$ cat src/rtl/wifi_preamble_pkg.sv
// Shared constants, state type and Q1.15 sample tables for the 802.11a/g legacy preamble.
// The same tables serve as the correlation reference for the receive-side LTS search.
package wifi_preamble_pkg;

    localparam int STS_LEN   = 16;
    localparam int LTS_LEN   = 64;
    localparam int GI2_LEN   = 32;
    localparam int FRAME_LEN = 10 * STS_LEN + GI2_LEN + 2 * LTS_LEN;  // 320 at default reps

    typedef enum logic [2:0] {
        TX_IDLE,
        TX_STS,
        TX_GI,
        TX_LTS1,
        TX_LTS2,
        TX_GAP
    } tx_state_t;

    // Packs one complex sample as {I[31:16], Q[15:0]}, two's complement Q1.15.
    function automatic logic [31:0] iq(input int i, input int q);
        return {i[15:0], q[15:0]};
    endfunction

    // Last beat index (counter terminal count) of each state.
    function automatic logic [15:0] state_last(input tx_state_t s, input int reps, input int gap);
        case (s)
            TX_STS:           return 16'(reps * STS_LEN - 1);
            TX_GI:            return 16'(GI2_LEN - 1);
            TX_LTS1, TX_LTS2: return 16'(LTS_LEN - 1);
            TX_GAP:           return (gap > 0) ? 16'(gap - 1) : 16'd0;
            default:          return 16'd0;
        endcase
    endfunction

    // One 16-sample period of the short training field (time domain, x32768).
    localparam logic [31:0] STS_ROM [STS_LEN] = '{
        iq( 1507,  1507), iq(-4325,    66), iq( -426, -2589), iq( 4686,  -426),
        iq( 3015,     0), iq( 4686,  -426), iq( -426, -2589), iq(-4325,    66),
        iq( 1507,  1507), iq(   66, -4325), iq(-2589,  -426), iq( -426,  4686),
        iq(    0,  3015), iq( -426,  4686), iq(-2589,  -426), iq(   66, -4325)
    };

    // One 64-sample long training symbol (time domain, x32768).
    localparam logic [31:0] LTS_ROM [LTS_LEN] = '{
        iq(-5112,     0), iq(  393, -3211), iq( 3015, -3473), iq(-3015, -3768),
        iq(  -98, -1769), iq( 2458,  2425), iq(-4162,   688), iq(-3998,   557),
        iq(-1147,  4948), iq(-1835,   721), iq(-1966, -2654), iq( 2294,  -459),
        iq( 2687, -3015), iq(-4293, -2130), iq(-1868, -1278), iq( 1212, -3211),
        iq( 2032,  2032), iq( 3899,   131), iq( -721, -5276), iq( 1933,   492),
        iq(  786,  1933), iq(-4489,  1540), iq(   33,  3768), iq( 1737,  -131),
        iq( 3211,   852), iq(-1245,  3473), iq(-3768,  1802), iq( 1966,  2884),
        iq(  688,  -918), iq( 3178, -2720), iq( 1311,  3637), iq( -164,  3932),
        iq( 5112,     0), iq( -164, -3932), iq( 1311, -3637), iq( 3178,  2720),
        iq(  688,   918), iq( 1966, -2884), iq(-3768, -1802), iq(-1245, -3473),
        iq( 3211,  -852), iq( 1737,   131), iq(   33, -3768), iq(-4489, -1540),
        iq(  786, -1933), iq( 1933,  -492), iq( -721,  5276), iq( 3899,  -131),
        iq( 2032, -2032), iq( 1212,  3211), iq(-1868,  1278), iq(-4293,  2130),
        iq( 2687,  3015), iq( 2294,   459), iq(-1966,  2654), iq(-1835,  -721),
        iq(-1147, -4948), iq(-3998,  -557), iq(-4162,  -688), iq( 2458, -2425),
        iq(  -98,  1769), iq(-3015,  3768), iq( 3015,  3473), iq(  393,  3211)
    };

endpackage

$ cat src/rtl/preamble_tx_if.sv
// AXI-Stream sample bus carrying {I,Q} preamble beats from the generator to the DAC path.
interface preamble_tx_if;

    logic        tvalid;
    logic [31:0] tdata;
    logic        tlast;
    logic        tready;

    modport master (
        output tvalid,
        output tdata,
        output tlast,
        input  tready
    );

    modport slave (
        input  tvalid,
        input  tdata,
        input  tlast,
        output tready
    );

endinterface

$ cat src/rtl/preamble_rom.sv
// Combinational preamble lookup: STS table when i_sts_sel is high, otherwise the LTS table.
module preamble_rom
    import wifi_preamble_pkg::*;
(
    input  logic        i_sts_sel,
    input  logic [5:0]  i_addr,
    output logic [31:0] o_sample
);

    // Table select; the STS period is 16 deep so only the low address nibble applies.
    always_comb begin
        if (i_sts_sel) begin
            o_sample = STS_ROM[i_addr[3:0]];
        end else begin
            o_sample = LTS_ROM[i_addr];
        end
    end

endmodule

$ cat src/rtl/preamble_tx.sv
// Legacy 802.11a/g training-field generator: STS x NUM_STS_REPS, GI2, LTS1, LTS2 as an
// AXI-Stream of {I,Q} beats. In continuous mode the frame repeats after GAP_SAMPLES zero beats.
// All stream outputs are registered; the ROM is addressed with the *next* beat's position.
module preamble_tx
    import wifi_preamble_pkg::*;
#(
    parameter int SCALE_SHIFT  = 0,
    parameter int NUM_STS_REPS = 10,
    parameter int GAP_SAMPLES  = 0
) (
    input  logic          clk_in,
    input  logic          aresetn,
    input  logic          start_in,
    input  logic          continuous_in,
    preamble_tx_if.master tx_axis,
    output logic          busy_out,
    output logic          done_out,
    output logic [8:0]    sample_idx_out
);

    tx_state_t          r_state;
    logic [15:0]        r_cnt;
    logic [8:0]         r_idx;
    logic               r_tvalid;
    logic               r_tlast;
    logic [31:0]        r_tdata;
    logic               r_busy;
    logic               r_done;

    tx_state_t          w_nxt_state;
    logic [15:0]        w_nxt_cnt;
    logic [8:0]         w_nxt_idx;
    logic               w_nxt_tlast;
    logic [31:0]        w_nxt_tdata;
    logic               w_last_beat;
    logic               w_advance;
    logic               w_frame_end;
    logic               w_rom_sts_sel;
    logic [5:0]         w_rom_addr;
    logic [31:0]        w_rom_sample;
    logic signed [15:0] w_i_shift;
    logic signed [15:0] w_q_shift;

    preamble_rom u_rom (
        .i_sts_sel (w_rom_sts_sel),
        .i_addr    (w_rom_addr),
        .o_sample  (w_rom_sample)
    );

    // Next-beat decode: which state/position follows the beat currently on the bus.
    always_comb begin
        // NOTE: every signal written here gets a default first so no path can infer a latch.
        w_last_beat = (r_cnt == state_last(r_state, NUM_STS_REPS, GAP_SAMPLES));
        w_nxt_state = r_state;
        w_nxt_cnt   = r_cnt + 16'd1;
        w_frame_end = 1'b0;
        case (r_state)
            TX_IDLE: begin
                w_nxt_cnt = '0;
                if (start_in) begin
                    w_nxt_state = TX_STS;
                end
            end
            TX_STS: begin
                if (w_last_beat) begin
                    w_nxt_state = TX_GI;
                    w_nxt_cnt   = '0;
                end
            end
            TX_GI: begin
                if (w_last_beat) begin
                    w_nxt_state = TX_LTS1;
                    w_nxt_cnt   = '0;
                end
            end
            TX_LTS1: begin
                if (w_last_beat) begin
                    w_nxt_state = TX_LTS2;
                    w_nxt_cnt   = '0;
                end
            end
            TX_LTS2: begin
                if (w_last_beat) begin
                    w_frame_end = 1'b1;
                    w_nxt_cnt   = '0;
                    if (!continuous_in) begin
                        w_nxt_state = TX_IDLE;
                    end else if (GAP_SAMPLES > 0) begin
                        w_nxt_state = TX_GAP;
                    end else begin
                        w_nxt_state = TX_STS;
                    end
                end
            end
            TX_GAP: begin
                if (w_last_beat) begin
                    w_nxt_state = TX_STS;
                    w_nxt_cnt   = '0;
                end
            end
            default: begin
                w_nxt_state = TX_IDLE;
                w_nxt_cnt   = '0;
            end
        endcase
    end

    // ROM address for the next beat: STS wraps every 16, GI reads the LTS second half.
    always_comb begin
        w_rom_sts_sel = (w_nxt_state == TX_STS);
        case (w_nxt_state)
            TX_STS:  w_rom_addr = {2'b00, w_nxt_cnt[3:0]};
            TX_GI:   w_rom_addr = {1'b1, w_nxt_cnt[4:0]};
            default: w_rom_addr = w_nxt_cnt[5:0];
        endcase
    end

    // Backoff scaling, per-component arithmetic shift (sign-extending, truncating).
    always_comb begin
        w_i_shift = $signed(w_rom_sample[31:16]) >>> SCALE_SHIFT;
        w_q_shift = $signed(w_rom_sample[15:0]) >>> SCALE_SHIFT;
    end

    // Next registered output values; gap and idle beats carry zero data and index 0.
    always_comb begin
        w_advance = (r_state == TX_IDLE) ? start_in : (r_tvalid && tx_axis.tready);
        if (w_nxt_state inside {TX_STS, TX_GI, TX_LTS1, TX_LTS2}) begin
            w_nxt_tdata = {w_i_shift, w_q_shift};
        end else begin
            w_nxt_tdata = '0;
        end
        if ((r_state inside {TX_IDLE, TX_GAP}) || w_frame_end) begin
            w_nxt_idx = '0;
        end else begin
            w_nxt_idx = r_idx + 9'd1;
        end
        w_nxt_tlast = (w_nxt_state == TX_LTS2) && (w_nxt_cnt == 16'(LTS_LEN - 1));
    end

    // Sequencer and registered stream outputs; state moves only on start (idle) or a handshake.
    always_ff @(posedge clk_in) begin
        // NOTE: reset is sampled on the clock edge; a reset mid-frame drops the frame outright.
        if (!aresetn) begin
            r_state  <= TX_IDLE;
            r_cnt    <= '0;
            r_idx    <= '0;
            r_tvalid <= 1'b0;
            r_tlast  <= 1'b0;
            r_tdata  <= '0;
            r_busy   <= 1'b0;
            r_done   <= 1'b0;
        end else begin
            // NOTE: non-blocking assignments so every register updates from pre-edge values.
            r_done <= 1'b0;
            if (w_advance) begin
                r_state  <= w_nxt_state;
                r_cnt    <= w_nxt_cnt;
                r_idx    <= w_nxt_idx;
                r_tvalid <= (w_nxt_state != TX_IDLE);
                r_tlast  <= w_nxt_tlast;
                r_tdata  <= w_nxt_tdata;
                r_busy   <= (w_nxt_state != TX_IDLE);
                r_done   <= w_frame_end && (w_nxt_state == TX_IDLE);
            end
        end
    end

    assign tx_axis.tvalid = r_tvalid;
    assign tx_axis.tdata  = r_tdata;
    assign tx_axis.tlast  = r_tlast;
    assign busy_out       = r_busy;
    assign done_out       = r_done;
    assign sample_idx_out = r_idx;

endmodule

$ cat src/flat_wrapper.sv
// flat-port wrapper written by rule: the top's interface ports become plain ports
module preamble_tx_flat import wifi_preamble_pkg::*;
#(
    parameter int SCALE_SHIFT  = 0,
    parameter int NUM_STS_REPS = 10,
    parameter int GAP_SAMPLES  = 0
)
  (clk_in, aresetn, start_in, continuous_in, busy_out, done_out, sample_idx_out, tx_axis_tvalid, tx_axis_tdata, tx_axis_tlast, tx_axis_tready);
  preamble_tx_if tx_axis_i ();
  input  logic clk_in;
  input  logic aresetn;
  input  logic start_in;
  input  logic continuous_in;
  output logic busy_out;
  output logic done_out;
  output logic [8:0] sample_idx_out;
  output wire logic [$bits(tx_axis_i.tvalid)-1:0] tx_axis_tvalid;
  output wire logic [$bits(tx_axis_i.tdata)-1:0] tx_axis_tdata;
  output wire logic [$bits(tx_axis_i.tlast)-1:0] tx_axis_tlast;
  input wire logic [$bits(tx_axis_i.tready)-1:0] tx_axis_tready;
  assign tx_axis_tvalid = tx_axis_i.tvalid;
  assign tx_axis_tdata = tx_axis_i.tdata;
  assign tx_axis_tlast = tx_axis_i.tlast;
  assign tx_axis_i.tready = tx_axis_tready;
  preamble_tx #(.SCALE_SHIFT(SCALE_SHIFT), .NUM_STS_REPS(NUM_STS_REPS), .GAP_SAMPLES(GAP_SAMPLES)) u_core (.clk_in(clk_in), .aresetn(aresetn), .start_in(start_in), .continuous_in(continuous_in), .tx_axis(tx_axis_i), .busy_out(busy_out), .done_out(done_out), .sample_idx_out(sample_idx_out));
endmodule
$ cat config.mk
export PLATFORM = sky130hd
export DESIGN_NAME = preamble_tx_flat
export DESIGN_NICKNAME = d
export VERILOG_FILES = /design/src/rtl/wifi_preamble_pkg.sv /design/src/rtl/preamble_tx_if.sv /design/src/rtl/preamble_rom.sv /design/src/rtl/preamble_tx.sv /design/src/flat_wrapper.sv
export SDC_FILE = /design/constraint.sdc
export NUM_CORES = 1
export LEC_CHECK = 0
export ABC_CLOCK_PERIOD_IN_PS = 7300
export BUFFER_PORTS_ARGS = -buffer_cell sky130_fd_sc_hd__buf_2
export CORE_ASPECT_RATIO = 2
export CORE_MARGIN = 8
export CORE_UTILIZATION = 45
export CTS_BUF_LIST = sky130_fd_sc_hd__clkbuf_4 sky130_fd_sc_hd__clkbuf_8 sky130_fd_sc_hd__clkbuf_16
export DETAILED_ROUTE_END_ITERATION = 7
export PLACE_DENSITY_LB_ADDON = 0.1
export SKIP_CTS_REPAIR_TIMING = 1
export SYNTH_ARGS = -nofsm -noshare
export SYNTH_HDL_FRONTEND = slang
export SYNTH_SLANG_ARGS = --single-unit
$ cat constraint.sdc
create_clock -name clk_in -period 7.3 [get_ports clk_in]
set_input_delay 0 -clock clk_in [delete_from_list [all_inputs] [get_ports clk_in]]
set_output_delay 0 -clock clk_in [all_outputs]
set_load 0.02 [all_outputs]
==> impl_metrics.toml <==
[final_layout]
final_area_mm2 = 0.00690
drive_gt1_frac = 0.128
diodes = 0
seq_area_mm2 = 0.00118
syn_to_final_growth_pct = 9.92
nets = 954
fillerInstances = 1498
final_core_util = 0.500
fin_cells = 1129
multi_input_area_mm2 = 0.00465

[pwr]
p_leak_nw = 2.55
p_per_area_mw_per_mm2 = 372
peakVddDrop_uv = 223
total_power_mw = 2.57

[global_route]
gr-usage-all-layers = 0.370
overflow = 0
grt_pass1_vias = 7732
grt_max_degree = 62
antenna_found_initial = 1
grt_pass1_wl_mm = 50.2

[route]
avgViaCountPerCell = 7.20
drc = 0
drt_iter0_markers = 1103
drt_first_pass_iters = 8
vias = 8133
ant_nets = 0
finalWirelength_mm = 33.8
wl_per_cell_um = 29.9

[setup_path]
cp_common_cell = "a21oi_1"
critical_path_class = "register to register"
arrival_ns = 5.55
reg2reg_to = "u_core.tx_axis.tdata[0]$_SDFFE_PN0P_"
cp-end-kind = "register"
slowest_stage = "dfxtp_1"
cp_max_fo = 19
r2r-start = "u_core.r_cnt[0]$_SDFFE_PN0P_"
r2r_setup_slack_ns = 1.99
crit_chain = "nand4_1, or4_1, a211oi_2, a21oi_1, buf_4, nand2_1, inv_1, ha_1, a21oi_1, o21a_1, o221ai_1, a311oi_1"
cp.required_ns = 7.54
start_kind = "register"
reg2reg_depth = 12
cpPeakStageDelay_ns = 0.75
crit_family = "compound AO/OA/AOI/OAI gates"
cp.buffers_inverters = 2

[timing]
skew_ns = 0.0127
finalSetupViolCount = 0
worst_pin_slew_ns = 1.40
finalCriticalPeriod_ns = 5.31
max_freq_mhz = 188
setup_tns_ns = 0
fin_crit_sh = 0.727
slew_headroom = 0.0534
slew_viol_final = 0
rsz0062_at_grt = "false"
hold_violations = 0

[logic_synthesis]
synth_warnings = 0
avgSynthCellArea_um2 = 6.65
synthCells = 944
asyncSetResetFlopFracSynth = 0
synth_top_flop_cell = "dfxtp_1"
synth_seq_cells = 59
ys_top_cells_by_area = "dfxtp_1 (19%), nand2_1 (8.2%), a21oi_1 (8.0%), nor2_1 (5.6%), o21ai_0 (5.6%)"
yosysTopAreaCellShare = 0.188
yosysSeqAreaShare = 0.188
ys_types = 75
synthesis.nets = 963
synth_area_mm2 = 0.00628
synth_edf_count = 0
synth_area_leader_cell = "dfxtp_1"

[hold_path]
worstHoldStart = "aresetn"
hold_path_class = "input pin to register"
hold_depth = 3
min_to = "u_core.busy_out$_SDFFE_PN0P_"

[floorplanning]
die_area_mm2 = 0.0182
die_y_um = 183
rows = 61
io_pins = 50
die_w_um = 99.5
coreArea_mm2 = 0.0138
start_util = 0.455

[clock_network]
cts_max_path_buffers = 2
cts_tree = "yes"
clkLatencyLatePin_ns = 0.35
cts_max_level = 3
root_buffer = "clkbuf_16"
cts_buffers = 9
cts.sinks = 59
clkTransAtPathRegs_ns = 0.06

[placement]
numPortBuffers = 49
hpwlAfterDp_mm = 22.5
place_congestion = 1.05
placed_cell_area_mm2 = 0.00658
place_inst = 1111

[run]
cap_violations = 0

[run_status]
status = "completed"
flip-flops by register name, summed over array words and instances, names as in the netlist:
signal / flops
u_core.tx_axis.tlast: 1
u_core.done_out: 1
u_core.r_cnt: 16
u_core.sample_idx_out: 9
u_core.r_state: 3
u_core.busy_out: 1
u_core.tx_axis.tdata: 28
Yosys cell counts, drive strengths merged (6+ instances only):
| cell | n |
|---|---|
| nor4 | 6 |
| nand2b | 6 |
| o211ai | 18 |
| a221oi | 7 |
| buf | 32 |
| a22oi | 7 |
| dfxtp | 59 |
| xor2 | 10 |
| a32o | 15 |
| nand3b | 6 |
| o31ai | 10 |
| o2111ai | 7 |
| and3 | 13 |
| a211oi | 26 |
| xnor2 | 12 |
| o22ai | 11 |
| clkbuf | 68 |
| o311ai | 9 |
| a311oi | 12 |
| nand3 | 25 |
| a211o | 7 |
| a31oi | 23 |
| nand2 | 137 |
| inv | 13 |
| o21ai | 76 |
| nand4 | 7 |
| ha | 14 |
| mux2i | 8 |
| a21oi | 101 |
| nor3 | 29 |
| nor2 | 94 |
worst min-delay path, stage by stage:
cell and delay, ns:
buf_2 0.16, o21ai_0 0.09, a31oi_1 0.05
placed cells by master, fill, tap and decap left out, types with 12 or more instances in the layout:
master	n
nand2_1	136
a21oi_1	100
nor2_1	92
o21ai_0	70
dfxtp_1	59
buf_2	49
nor3_1	29
buf_4	29
nand3_1	25
a211oi_1	25
a31oi_1	23
o211ai_1	18
a32o_1	15
ha_1	14
a311oi_1	12
inv_1	12
and3_1	12
cells by family after synthesis:
| family | share of synthesized area |
|---|---|
| AOI/OAI and AO/OA | 0.404 |
| xor gates and xnor gates | 0.0307 |
| adders and majority gates | 0.0279 |
| buffers and inverters | 0.0809 |
| DFF | 0.188 |
| muxes | 0.0205 |
| and+or+nand+nor | 0.248 |
layer usage:
layer / track usage / wire, um / part of all wire / vias up
met5: 0 / 13 / 0.00038 / -
met3: 0.0843 / 3270 / 0.097 / 207
met1: 0.403 / 11500 / 0.34 / 3809
met2: 0.605 / 15800 / 0.47 / 608
li1: - / - / - / 3507
met4: 0.293 / 3190 / 0.094 / 2
cell type report:
type | instances | share of cell area
multi-input cells | 771 | 0.673
well taps | 189 | 0.0343
inverters | 14 | 0.00761
repair buffers | 80 | 0.0700
clock buffers | 10 | 0.0346
clock inverters | 6 | 0.00924
flip-flops and latches | 59 | 0.171
stage by stage:
stage,hold WS [ns],worst slack (ns)
after floorplan,0.126,3.27
after global placement,0.302,2.35
after detailed placement,0.309,2.21
after CTS,-0.0483,2.20
after global routing,0.0196,1.77
final,0.00573,1.99
how the worst max path moves through the flow:
stage	startpoint	to	slack (ns)	depth (start not counted)
after global routing	u_core.r_cnt[0]$_SDFFE_PN0P_	u_core.tx_axis.tdata[0]$_SDFFE_PN0P_	1.77	12
after floorplan	u_core.r_cnt[6]$_SDFFE_PN0P_	u_core.tx_axis.tdata[30]$_SDFFE_PN0P_	3.27	16
after CTS	u_core.r_cnt[0]$_SDFFE_PN0P_	u_core.tx_axis.tdata[30]$_SDFFE_PN0P_	2.20	14
after detailed placement	u_core.r_cnt[0]$_SDFFE_PN0P_	u_core.tx_axis.tdata[30]$_SDFFE_PN0P_	2.21	14
after global placement	u_core.r_cnt[0]$_SDFFE_PN0P_	u_core.tx_axis.tdata[30]$_SDFFE_PN0P_	2.35	14
final	u_core.r_cnt[0]$_SDFFE_PN0P_	u_core.tx_axis.tdata[0]$_SDFFE_PN0P_	1.99	12
power breakdown:
part | internal (mW) | total (mW) | switching [mW]
registers | 0.391 | 0.461 | 0.0697
clock network | 0.274 | 0.463 | 0.189
logic | 0.459 | 1.64 | 1.18
total | 1.12 | 2.57 | 1.44
Note: power is estimated with default switching activity, not from simulation.
